File: config.mk
export PLATFORM = sky130hd
export DESIGN_NAME = ps2_host_tx
export DESIGN_NICKNAME = d
export VERILOG_FILES = /design/src/rtl/ps2_pkg.sv /design/src/rtl/ps2_line_sync.sv /design/src/rtl/ps2_host_tx.sv
export SDC_FILE = /design/constraint.sdc
export NUM_CORES = 1
export LEC_CHECK = 0
export BUFFER_PORTS_ARGS = -buffer_cell sky130_fd_sc_hd__buf_2
export CORE_ASPECT_RATIO = 1.25
export CORE_MARGIN = 5
export CORE_UTILIZATION = 40
export CTS_BUF_LIST = sky130_fd_sc_hd__clkbuf_8
export CTS_CLUSTER_SIZE = 20
export DETAILED_ROUTE_END_ITERATION = 7
export PLACE_DENSITY = 0.66
export SYNTH_ARGS = -nofsm -noshare
export SYNTH_HDL_FRONTEND = slang
export SYNTH_SLANG_ARGS = --single-unit
File: constraint.sdc
create_clock -name CLOCK_50 -period 1.81 [get_ports CLOCK_50]
set_input_delay 0.2715 -clock CLOCK_50 [delete_from_list [all_inputs] [get_ports CLOCK_50]]
set_output_delay 0.2715 -clock CLOCK_50 [all_outputs]
set_load 0.01 [all_outputs]
File: src/rtl/ps2_pkg.sv
// Shared types and constants for the PS/2 host transmit and keyboard receive paths.
package ps2_pkg;

  typedef enum logic [2:0] {
    StIdle,
    StInhibit,
    StReq,
    StWaitClk,
    StXfer,
    StWaitIdle,
    StErr
  } state_e;

  localparam int unsigned LAST_DATA_EDGE = 8;
  localparam int unsigned PARITY_EDGE    = 9;
  localparam int unsigned STOP_EDGE      = 10;
  localparam int unsigned ACK_EDGE       = 11;

  localparam int unsigned DEFAULT_INHIBIT_CYCLES = 5000;
  localparam int unsigned DEFAULT_START_TIMEOUT  = 750000;
  localparam int unsigned DEFAULT_XFER_TIMEOUT   = 100000;

  localparam int unsigned CNT_W  = 20;
  localparam int unsigned EDGE_W = 4;

  localparam logic [7:0] CMD_SET_LEDS = 8'hED;
  localparam logic [7:0] CMD_ENABLE   = 8'hF4;
  localparam logic [7:0] CMD_RESET    = 8'hFF;

  function automatic logic odd_parity(input logic [7:0] d);
    return ~^d;
  endfunction

endpackage

File: src/rtl/ps2_line_sync.sv
// Two-flop synchronizer for PS2_CLK/PS2_DAT with a registered PS2_CLK falling-edge strobe.
module ps2_line_sync (
  input  logic clk,
  input  logic rst_n,
  input  logic ps2_clk_in,
  input  logic ps2_dat_in,
  output logic sync_clk,
  output logic sync_dat,
  output logic fall
);

  logic clk_meta;
  logic dat_meta;

  // Lines idle high, so reset to 1 to avoid a phantom edge after reset.
  always_ff @(posedge clk or negedge rst_n) begin
    if (!rst_n) begin
      clk_meta <= 1'b1;
      sync_clk <= 1'b1;
      dat_meta <= 1'b1;
      sync_dat <= 1'b1;
      fall     <= 1'b0;
    end else begin
      clk_meta <= ps2_clk_in;
      sync_clk <= clk_meta;
      dat_meta <= ps2_dat_in;
      sync_dat <= dat_meta;
      fall     <= sync_clk & ~clk_meta;
    end
  end

endmodule

File: src/rtl/ps2_host_tx.sv
// Host-to-device PS/2 command transmitter driving open-drain clock/data enables.
module ps2_host_tx
  import ps2_pkg::*;
#(
  parameter int unsigned INHIBIT_CYCLES = DEFAULT_INHIBIT_CYCLES,
  parameter int unsigned START_TIMEOUT  = DEFAULT_START_TIMEOUT,
  parameter int unsigned XFER_TIMEOUT   = DEFAULT_XFER_TIMEOUT
) (
  input  logic       CLOCK_50,
  input  logic       resetn,
  input  logic [7:0] tx_data,
  input  logic       tx_valid,
  output logic       tx_ready,
  output logic       tx_busy,
  output logic       tx_done,
  output logic       tx_error,
  input  logic       ps2_clk_in,
  input  logic       ps2_dat_in,
  output logic       ps2_clk_oe,
  output logic       ps2_dat_oe
);

  localparam logic [CNT_W-1:0] InhibitLast = CNT_W'(INHIBIT_CYCLES - 1);
  localparam logic [CNT_W-1:0] StartLast   = CNT_W'(START_TIMEOUT - 1);
  localparam logic [CNT_W-1:0] XferLast    = CNT_W'(XFER_TIMEOUT - 1);

  state_e              state_q;
  logic [CNT_W-1:0]    cnt_q;
  logic [EDGE_W-1:0]   edge_cnt_q;
  logic [EDGE_W-1:0]   edge_nxt;
  logic [7:0]          shreg_q;
  logic                parity_q;
  logic                sync_clk;
  logic                sync_dat;
  logic                fall;

  ps2_line_sync u_sync (
    .clk        (CLOCK_50),
    .rst_n      (resetn),
    .ps2_clk_in (ps2_clk_in),
    .ps2_dat_in (ps2_dat_in),
    .sync_clk   (sync_clk),
    .sync_dat   (sync_dat),
    .fall       (fall)
  );

  assign edge_nxt = (edge_cnt_q == EDGE_W'(ACK_EDGE)) ? edge_cnt_q : edge_cnt_q + 1'b1;

  always_ff @(posedge CLOCK_50 or negedge resetn) begin
    if (!resetn) begin
      state_q    <= StIdle;
      cnt_q      <= '0;
      edge_cnt_q <= '0;
      shreg_q    <= '0;
      parity_q   <= 1'b0;
      ps2_clk_oe <= 1'b0;
      ps2_dat_oe <= 1'b0;
      tx_ready   <= 1'b1;
      tx_busy    <= 1'b0;
      tx_done    <= 1'b0;
      tx_error   <= 1'b0;
    end else begin
      tx_done  <= 1'b0;
      tx_error <= 1'b0;
      cnt_q    <= cnt_q + 1'b1;
      case (state_q)
        StIdle: begin
          cnt_q <= '0;
          if (tx_valid) begin
            shreg_q    <= tx_data;
            parity_q   <= odd_parity(tx_data);
            edge_cnt_q <= '0;
            ps2_clk_oe <= 1'b1;
            ps2_dat_oe <= 1'b0;
            tx_ready   <= 1'b0;
            tx_busy    <= 1'b1;
            state_q    <= StInhibit;
          end
        end
        StInhibit: begin
          if (cnt_q == InhibitLast) begin
            ps2_dat_oe <= 1'b1;
            cnt_q      <= '0;
            state_q    <= StReq;
          end
        end
        StReq: begin
          ps2_clk_oe <= 1'b0;
          cnt_q      <= '0;
          state_q    <= StWaitClk;
        end
        StWaitClk: begin
          if (fall) begin
            ps2_dat_oe <= ~shreg_q[0];
            edge_cnt_q <= EDGE_W'(1);
            cnt_q      <= '0;
            state_q    <= StXfer;
          end else if (cnt_q == StartLast) begin
            ps2_dat_oe <= 1'b0;
            cnt_q      <= '0;
            state_q    <= StErr;
          end
        end
        StXfer: begin
          // An edge in the same cycle as expiry takes priority.
          if (fall) begin
            cnt_q      <= '0;
            edge_cnt_q <= edge_nxt;
            if (edge_nxt <= EDGE_W'(LAST_DATA_EDGE)) begin
              ps2_dat_oe <= ~shreg_q[edge_cnt_q[2:0]];
            end else if (edge_nxt == EDGE_W'(PARITY_EDGE)) begin
              ps2_dat_oe <= ~parity_q;
            end else if (edge_nxt == EDGE_W'(STOP_EDGE)) begin
              ps2_dat_oe <= 1'b0;
            end else if (!sync_dat) begin
              state_q <= StWaitIdle;
            end else begin
              ps2_dat_oe <= 1'b0;
              state_q    <= StErr;
            end
          end else if (cnt_q == XferLast) begin
            ps2_dat_oe <= 1'b0;
            cnt_q      <= '0;
            state_q    <= StErr;
          end
        end
        StWaitIdle: begin
          if (sync_clk && sync_dat) begin
            tx_done  <= 1'b1;
            tx_ready <= 1'b1;
            tx_busy  <= 1'b0;
            state_q  <= StIdle;
          end else if (cnt_q == XferLast) begin
            ps2_dat_oe <= 1'b0;
            cnt_q      <= '0;
            state_q    <= StErr;
          end
        end
        StErr: begin
          ps2_clk_oe <= 1'b0;
          ps2_dat_oe <= 1'b0;
          tx_error   <= 1'b1;
          tx_ready   <= 1'b1;
          tx_busy    <= 1'b0;
          state_q    <= StIdle;
        end
        default: state_q <= StIdle;
      endcase
    end
  end

endmodule

Yosys cells after proc, flatten, opt, wreduce, memory -nomap -nowiden
Cells that the tools add are included.
{"block": "totals", "register_bits": 47, "inputBits": 13, "out_inout_bits": 6, "wordCells": 110}
{"block": "op_classes", "addsub": 2, "order_cmp": 2, "eq_ne": 23, "muxes": 47, "bitwise": 5, "n_reduce_logical": 15}
{"cell": "$mux 20", "n": 6}
{"cell": "$pmux 20 s5", "n": 1}
{"cell": "$mux 3", "n": 10}
{"cell": "$add 20x1->20 const B", "n": 1}
{"cell": "$eq 20x13->1 const B", "n": 1}
{"cell": "$eq 20x17->1 const B", "n": 1}
{"cell": "$eq 20x20->1 const B", "n": 1}
{"cell": "$mux 1", "n": 18}
{"cell": "$pmux 3 s6", "n": 1}
{"cell": "$mux 4", "n": 4}
{"cell": "$eq 4x4->1 const B", "n": 3}
{"cell": "$pmux 4 s3", "n": 1}
{"cell": "$reduce_and 6->1", "n": 2}
{"cell": "$eq 3x3->1 const B", "n": 3}
{"cell": "$ne 3x3->1 const B", "n": 3}
{"cell": "$ne 2x2->1 const B", "n": 4}
{"cell": "$reduce_xnor 8->1", "n": 1}
{"cell": "$eq 3x2->1 const B", "n": 2}
{"cell": "$ne 6x5->1 const B", "n": 1}
{"cell": "$pmux 1 s3", "n": 2}
{"cell": "$pmux 1 s6", "n": 1}
{"cell": "$reduce_bool 3->1", "n": 2}
{"cell": "$reduce_bool 6->1", "n": 1}
{"cell": "$add 4x1->4 const B", "n": 1}
{"cell": "17 further kinds", "n": 23}

Longest topological paths before layout
Gate-level depths: netlist of the first run.
{"block": "logic_depth", "depth_word": 8, "depth_mapped": 9, "mapped_depth_nobuf": 8}

By module
From an unflattened synthesis of the first run, not the netlist that was laid out.
{"block": "hier_totals", "hier_cells": 261, "area_unflattened_um2": 2603.7}
{"module": "ps2_host_tx", "n_inst": 1, "cells_per_inst": 255, "area_per_inst_um2": 2459.9, "seq_area_each_um2": 1052.3}
{"module": "ps2_line_sync", "n_inst": 1, "cells_per_inst": 6, "area_per_inst_um2": 143.9, "seq_area_each_um2": 130.1}

Least setup slack after synthesis of the first run
Ideal clock, no wire load.
{"block": "synth_path", "path_kind": "reg2reg", "startpoint": "reg edge_cnt_q[1]", "endpoint": "reg ps2_dat_oe", "setup_ns": 0.121, "t_arrival_ns": 1.784, "required_time_ns": 1.689, "slack_ns": -0.095, "stages_incl_launch_ff": 10, "path_buffers": 1, "period_less_slack_ns": 1.905, "cell_sequence": "dfrtp_1 > clkbuf_1 > inv_1 > ha_1 > nand2b_1 > a21oi_1 > nor3_1 > mux2i_1 > o22ai_1 > a22o_1"}
{"block": "synth_via", "elab_chain_len": 8, "word_cells_on_any_way": 16, "cone_classes": "1 x add/sub; 1 x order compare; 4 x eq/ne; 8 x mux; 1 x bitwise; 1 x reduce/logical"}
{"item": "start: declaration", "line_no": "ps2_host_tx.sv:29", "text": "logic [EDGE_W-1:0] edge_cnt_q;"}
{"item": "start signal: assignment", "line_no": "ps2_host_tx.sv:108", "text": "edge_cnt_q <= edge_nxt;"}
{"item": "$add 4x1->4 / $eq 4x4->1 (equally long branches)", "line_no": "ps2_host_tx.sv:47", "text": "assign edge_nxt = (edge_cnt_q == EDGE_W'(ACK_EDGE)) ? edge_cnt_q : edge_cnt_q + 1'b1;"}
{"item": "$mux 4", "line_no": "ps2_host_tx.sv:47"}
{"item": "$eq 4x4->1", "line_no": "ps2_host_tx.sv:113", "text": "end else if (edge_nxt == EDGE_W'(STOP_EDGE)) begin"}
{"item": "$mux 1", "line_no": "ps2_host_tx.sv:113"}
{"item": "$mux 1", "line_no": "ps2_host_tx.sv:111", "text": "end else if (edge_nxt == EDGE_W'(PARITY_EDGE)) begin"}
{"item": "$mux 1", "line_no": "ps2_host_tx.sv:109", "text": "if (edge_nxt <= EDGE_W'(LAST_DATA_EDGE)) begin"}
{"item": "$mux 1", "line_no": "ps2_host_tx.sv:106", "text": "if (fall) begin"}
{"item": "$pmux 1 s6", "line_no": "ps2_host_tx.sv:66", "text": "case (state_q)"}
{"item": "end signal: assignment", "line_no": "ps2_host_tx.sv:94", "text": "ps2_dat_oe <= ~shreg_q[0];"}
{"item": "end signal: assignment", "line_no": "ps2_host_tx.sv:110", "text": "ps2_dat_oe <= ~shreg_q[edge_cnt_q[2:0]];"}
{"item": "end signal: assignment", "line_no": "ps2_host_tx.sv:112", "text": "ps2_dat_oe <= ~parity_q;"}
{"item": "end: declaration", "line_no": "ps2_host_tx.sv:20", "text": "output logic ps2_dat_oe"}
Several ways; a longest one is shown, not always the timed one. The select of a mux whose other input is x is not followed.
A chain may end at the register's enable or synchronous reset.

Worst setup path after layout of the first run
{"block": "layout_path", "startpoint": "reg cnt_q[19]", "endpoint": "reg ps2_dat_oe"}
{"block": "layout_via", "elab_chain_len": 4, "word_cells_on_any_way": 10, "cone_classes": "5 x eq/ne; 4 x mux; 1 x reduce/logical"}
{"item": "start: declaration", "line_no": "ps2_host_tx.sv:28", "text": "logic [CNT_W-1:0] cnt_q;"}
{"item": "start signal: assignment", "line_no": "ps2_host_tx.sv:65", "text": "cnt_q <= cnt_q + 1'b1;"}
{"item": "$eq 20x17->1", "line_no": "ps2_host_tx.sv:121, ps2_host_tx.sv:133"}
{"item": "$mux 1"}
{"item": "$mux 1 (on tied branches)"}
{"item": "$pmux 1 s6"}
Several ways; a longest one is shown, not always the timed one. The select of a mux whose other input is x is not followed.

==> results of run 1 <==
## stage by stage
step / cells / setup TNS, ns
2_1_floorplan: 266 / -1.681
3_3_place_gp: 411 / -2.518
6_report: 429 / -2.690
3_5_place_dp: 411 / -3.997
4_1_cts: 428 / -2.420
5_1_grt: 429 / -4.945
## layout make-up
| type | instances | area [sq um] |
|---|---|---|
| well taps | 85 | 106.4 |
| fillers | 582 | 2759 |
| inverters | 7 | 31.28 |
| clock buffers | 5 | 68.82 |
| clock inverters | 3 | 46.29 |
| repair buffers | 79 | 566.8 |
| multi-input cells | 203 | 1445 |
| flip-flops and latches | 47 | 1182 |
## how the worst max path moves through the flow
| stage | end | start | slack, ns |
|---|---|---|---|
| after global placement | cnt_q[1] | cnt_q[10] | -0.13 |
| final | ps2_dat_oe | cnt_q[19] | -0.16 |
| after global routing | ps2_dat_oe | cnt_q[19] | -0.27 |
| after detailed placement | cnt_q[1] | cnt_q[10] | -0.20 |
| after floorplan | cnt_q[1] | cnt_q[19] | -0.08 |
| after CTS | ps2_dat_oe | cnt_q[11] | -0.15 |
## report_power, final
part / switching (mW) / leakage, nW / internal (mW)
Sequential: 0.00426 / 0.592 / 1.06
Clock: 0.382 / 0.0548 / 0.416
Combinational: 0.0468 / 0.895 / 0.0368
## registers in the layout, indices dropped and copies added (netlist names)
name,count
ps2_dat_oe,1
u_sync.fall,1
shreg_q,8
u_sync.dat_meta,1
u_sync.sync_clk,1
tx_done,1
edge_cnt_q,4
u_sync.clk_meta,1
tx_busy,1
tx_ready,1
cnt_q,20
state_q,3
ps2_clk_oe,1
parity_q,1
tx_error,1
u_sync.sync_dat,1
## worst reg2reg max path, stage by stage (launching register included)
cell and delay (ns):
dfrtp_1 0.39, or4_4 0.55, nor3_4 0.20, a311oi_2 0.14
nor2_2 0.15, buf_4 0.14, nand4_1 0.09, a22o_1 0.22
## cell usage in the layout (no fill, tap or decap), types with 3 or more instances in the layout
cell	n
nor3_2	3
xnor2_1	13
and3_4	4
mux2_2	8
and3_1	3
nor3_1	3
o21ai_0	11
buf_4	58
xor2_1	12
nor2_2	5
inv_1	5
nand3_1	11
dfrtp_1	42
nor2_1	36
nand2_1	26
nand4_1	10
a21oi_1	6
nor2b_1	3
dfstp_2	5
o22ai_1	3
buf_2	18
clkbuf_8	5
## cells by family (layout without fill, tap and decap cells)
kind of cell	Yosys count	in the layout	share of synthesized area, %
DFF	47	47	46.41
buffers and inverters	19	94	3.585
and+or+nand+nor	122	125	24.21
xor gates and xnor gates	25	25	8.595
AOI/OAI and AO/OA	37	37	9.136
muxes	12	12	6.090
adders and majority gates	4	4	1.965
## metal layers
layer / routed length [um] / part of all wire (%) / vias to the layer above / GRT usage, %
li1: - / - / 1083 / -
met1: 2656 / 42 / 1082 / 19.32
met2: 3397 / 54 / 37 / 30.55
met4: 134 / 2.1 / 0 / 5.982
met5: 0 / 0 / - / 0
met3: 149 / 2.4 / 14 / 2.627
## repair_timing
| item | 4_1_cts | 5_1_grt |
|---|---|---|
| pin swaps | 15 | 5 |
| cloned | 3 | 0 |
| buffers inserted | 5 | 1 |
| hold buffers | 1 | 0 |
| resized for setup | 18 | 11 |
| endpoints found under the setup margin | 25 | 27 |
| hold endpoints to repair | 15 | 0 |
==> results.cfg, run 1 <==
[routing]
vias = 2216
antenna_left = 0
drt_wl_total_um = 6337
drt_iter0_markers = 115
first_pass_iters = 4
routedWlPerCell_um = 14.77
vias_per_cell = 5.166
drc = 0

[timing]
slew_viol_final = 0
worst_pin_slew_ns = 0.5182
hold_viol = 0
fin_crit_ns = 1.970
fin_skew_ns = 0.006829
maxSlewHeadroom_pct = 65.45
setup_ws_ns = -0.1596
rsz0062_at_grt = true
fmax_ghz = 0.5077
hold_ws_ns = 0.05733
setup_viol = 22
fin_crit_sh_pct = 108.8

[critical_path]
slowest_delay_ns = 0.55
cpLargestDelayFamily = simple AND/OR/NAND/NOR gates
critical_path_buf_inv_count = 1
crit_path_cell_trace = or4_4 > nor3_4 > a311oi_2 > nor2_2 > buf_4 > nand4_1 > a22o_1
critPathMaxFanout = 4
setup.worst_path.start_class = flop
cp.depth = 7
timing.rr.end = ps2_dat_oe
arrival_ns = 2.17
path_class = reg -> reg
r2r_start = cnt_q[19]
crit_slowest_cell = or4_4
rr_worst_depth = 7
critPathCaptureType = flop
r2r_setup_slack_ns = -0.16
required_ns = 2.01

[global_route]
grt.total_usage_pct = 16.76
grt-ovfl-total = 0
grt_pass1_wl_um = 10690
grt_max_degree = 28
antenna_found_initial = 0
grt_pass1_vias = 2359

[logic_synthesis]
ys_ff_latch = 47
synthArstFlopShare_pct = 100.0
synth_edf_count = 0
synth_common_cells = dfrtp_1 (42), nor2_1 (39), nand2_1 (27)
yosys_warnings = 0
yosys-top-cells-area = dfrtp_1 (41%), nor2_1 (5.7%), dfstp_2 (5.2%), xnor2_1 (4.5%), xor2_1 (4.1%)
synth_ff_type = dfrtp_1
synth_top_area_cell = dfrtp_1
synth.distinct_cells = 50
yosysTopAreaCellShare_pct = 41.26
syn_nets = 283
yosysMostFrequentCell = dfrtp_1
syn_area_per_cell_sq_um = 9.577
synth_area_sq_mm = 0.002547
postSynthCellCount = 266
yosysSeqAreaShare_pct = 46.41

[finish]
nets = 360
fin_util_pct = 55.54
syn2layout_area_growth_pct = 35.31
n_antenna_cell = 0
drive_above_1_share_pct = 39.83
final_area_sq_mm = 0.003447

[placed_design]
port_buffers = 18
dpl.hpwl_um = 4314
placed_area_sq_mm = 0.003126
gp_congestion = 0.8634
place_ws_ns = -0.2048

[power]
leakagePower_nw = 1.543
power.total_mw = 1.945
powerDensity_mw_per_mm2 = 564.3
ir_drop_v = 0.0005526

[clocking]
clk_pin_slew_ns = 0.09
htreeDepth = 2
numCtsBuffers = 5
cts_root_buffer = clkbuf_8
cts.path.max_buffers = 2
cts.sinks = 47
cts_tree = yes
clk_latency_ns = 0.31

[floorplanning]
io_pins = 19
die_w_um = 81.38
initial_core_util_pct = 41.05
fp.dieH_um = 99.23
die_area_sq_mm = 0.008075
placementRows = 32
core_sq_mm = 0.006206

[worst_hold_path]
hold_end = u_sync.clk_meta
min-delay-start = ps2_clk_in
holdPathStages = 1
min_path_type = in -> reg

[run_status]
violations = negative setup slack
status = complete, but fails checks

[job]
max-cap-violations = 0
(Power assumes the default switching activity.)
==> run 2, diff against run 1 <==
CORE_MARGIN = 3   (was 5)
CTS_CLUSTER_DIAMETER = 80   (was not set)
PLACE_DENSITY = not set   (was 0.66)
PLACE_DENSITY_LB_ADDON = 0.1   (was not set)
==> results.cfg, run 2 (synthesized netlist as in run 1, its figures left out) <==
[global_route]
grt_pass1_wl_um = 10030
antenna_found_initial = 0
grt_max_degree = 32
grt.total_usage_pct = 17.31
grt-ovfl-total = 0
grt_pass1_vias = 2134

[floorplanning]
fp.dieH_um = 95.23
die_area_sq_mm = 0.007369
io_pins = 19
placementRows = 31
core_sq_mm = 0.005973
die_w_um = 77.38
initial_core_util_pct = 42.65

[critical_path]
critPathMaxFanout = 7
path_class = reg -> reg
required_ns = 2.00
crit_slowest_cell = or4_4
rr_worst_depth = 6
slowest_delay_ns = 0.55
crit_path_cell_trace = or4_4 > nor3_4 > a311oi_2 > nor2_4 > and3_4 > nor2b_1
setup.worst_path.start_class = flop
critPathCaptureType = flop
arrival_ns = 2.16

[clocking]
cts.path.max_buffers = 2
cts_tree = yes
clk_pin_slew_ns = 0.08
cts.sinks = 47
htreeDepth = 2
numCtsBuffers = 5
clk_latency_ns = 0.30
cts_root_buffer = clkbuf_8

[finish]
final_common_cell = buf_4
layout_common_cells = buf_4 (51), dfrtp_1 (41), nor2_1 (29)
stdcell_count = 418
final_area_sq_mm = 0.003339
nets = 352
drive_above_1_share_pct = 37.50
syn2layout_area_growth_pct = 31.09
largest_register = cnt_q
largest_register_ffs = 20
n_antenna_cell = 0
top_regs = cnt_q: 20 flops, shreg_q: 8 flops, edge_cnt_q: 4 flops

[placed_design]
placed_area_sq_mm = 0.003084
port_buffers = 18
gp_congestion = 0.8382
dpl.hpwl_um = 4304
dp.cells = 403

[routing]
drc = 0
drt_wl_total_um = 5989
vias = 2148
first_pass_iters = 4
routedWlPerCell_um = 14.33
drt_iter0_markers = 121
vias_per_cell = 5.139
antenna_left = 0

[power]
net-switching-power_mw = 0.4046
leakagePower_nw = 1.487
powerDensity_mw_per_mm2 = 612.8
clockPowerShare_pct = 44.0
p_int_mw = 1.642
sequentialPowerShare_pct = 51.9
p_sw_share_pct = 19.77
power.total_mw = 2.046
comb_power_share_pct = 4.0
ir_drop_v = 0.0003343

[job]
max-cap-violations = 0

[timing]
setup_tns_ns = -3.117
rsz0062_at_grt = true
worst_pin_slew_ns = 0.4212
fin_crit_sh_pct = 108.6
fmax_ghz = 0.5089
maxSlewHeadroom_pct = 71.92
setup_viol = 22
slew_viol_final = 0
fin_crit_ns = 1.965
fin_skew_ns = 0.005362
setup_ws_ns = -0.1552
hold_viol = 0

[run_status]
status = complete, but fails checks
violations = negative setup slack

[worst_hold_path]
min_path_type = in -> reg
holdPathStages = 1
==> run 2: per-layer routing <==
metal / wire (um) / vias up / GRT usage (%)
met2: 3090 / 35 / 30.40
met3: 148 / 12 / 2.647
met5: 0 / - / 0
met4: 158 / 0 / 8.605
li1: - / 1072 / -
met1: 2592 / 1029 / 20.68
==> run 2: cell type report <==
cell class | instances | area (sq um)
fill | 561 | 2634
multi-input combinational | 203 | 1391
sequential | 47 | 1184
timing repair buffer | 71 | 503.0
clock inverter | 3 | 63.81
tap | 82 | 102.6
inverter | 7 | 26.28
clock buffer | 5 | 68.82
==> run 2: stage by stage <==
step	utilization [%]	setup slack (ns)	hold WS (ns)
after floorplan	-	-0.08493	-0.02409
after global placement	51.63	-0.2065	0.2284
after detailed placement	51.63	-0.2192	0.2335
after CTS	54.75	-0.1707	0.05245
after global routing	55.91	-0.2508	0.04327
final	55.91	-0.1552	0.06365
==> run 2: repair_timing <==
| item | 4_1_cts | 5_1_grt |
|---|---|---|
| buffers inserted | 2 | 1 |
| endpoints found under the hold margin | 11 | 0 |
| gates cloned | 2 | 1 |
| resized for setup | 5 | 16 |
| endpoints found under the setup margin | 23 | 24 |
| hold buffers | 1 | 0 |
| pin swaps | 10 | 6 |
==> run 2: power groups by stage <==
stage	combinational [mW]	clock, mW	sequential (mW)
floorplan	0.0319	0	1.08
global placement	0.0835	0	1.08
detailed placement	0.0843	0	1.08
CTS	0.0862	0.924	1.06
global route	0.0943	0.973	1.06
finish	0.0825	0.901	1.06
==> run 2: worst paths after layout <==
kind / startpoint / endpoint / slack, ns
hold / removal: ps2_clk_in / u_sync.clk_meta / 0.06
min in group asynchronous: resetn / parity_q / 0.43
setup reg to reg: cnt_q[19] / cnt_q[1] / -0.16
max in group asynchronous: resetn / cnt_q[18] / 0.87
setup / recovery: cnt_q[19] / cnt_q[1] / -0.16
hold reg to reg: u_sync.dat_meta / u_sync.sync_dat / 0.36
==> run 2: critical path, delay by kind of cell (launching register included) <==
kind | cells | cell delay, ns
simple gates | 5 | 1.32
compound gates | 1 | 0.16
flops | 1 | 0.38
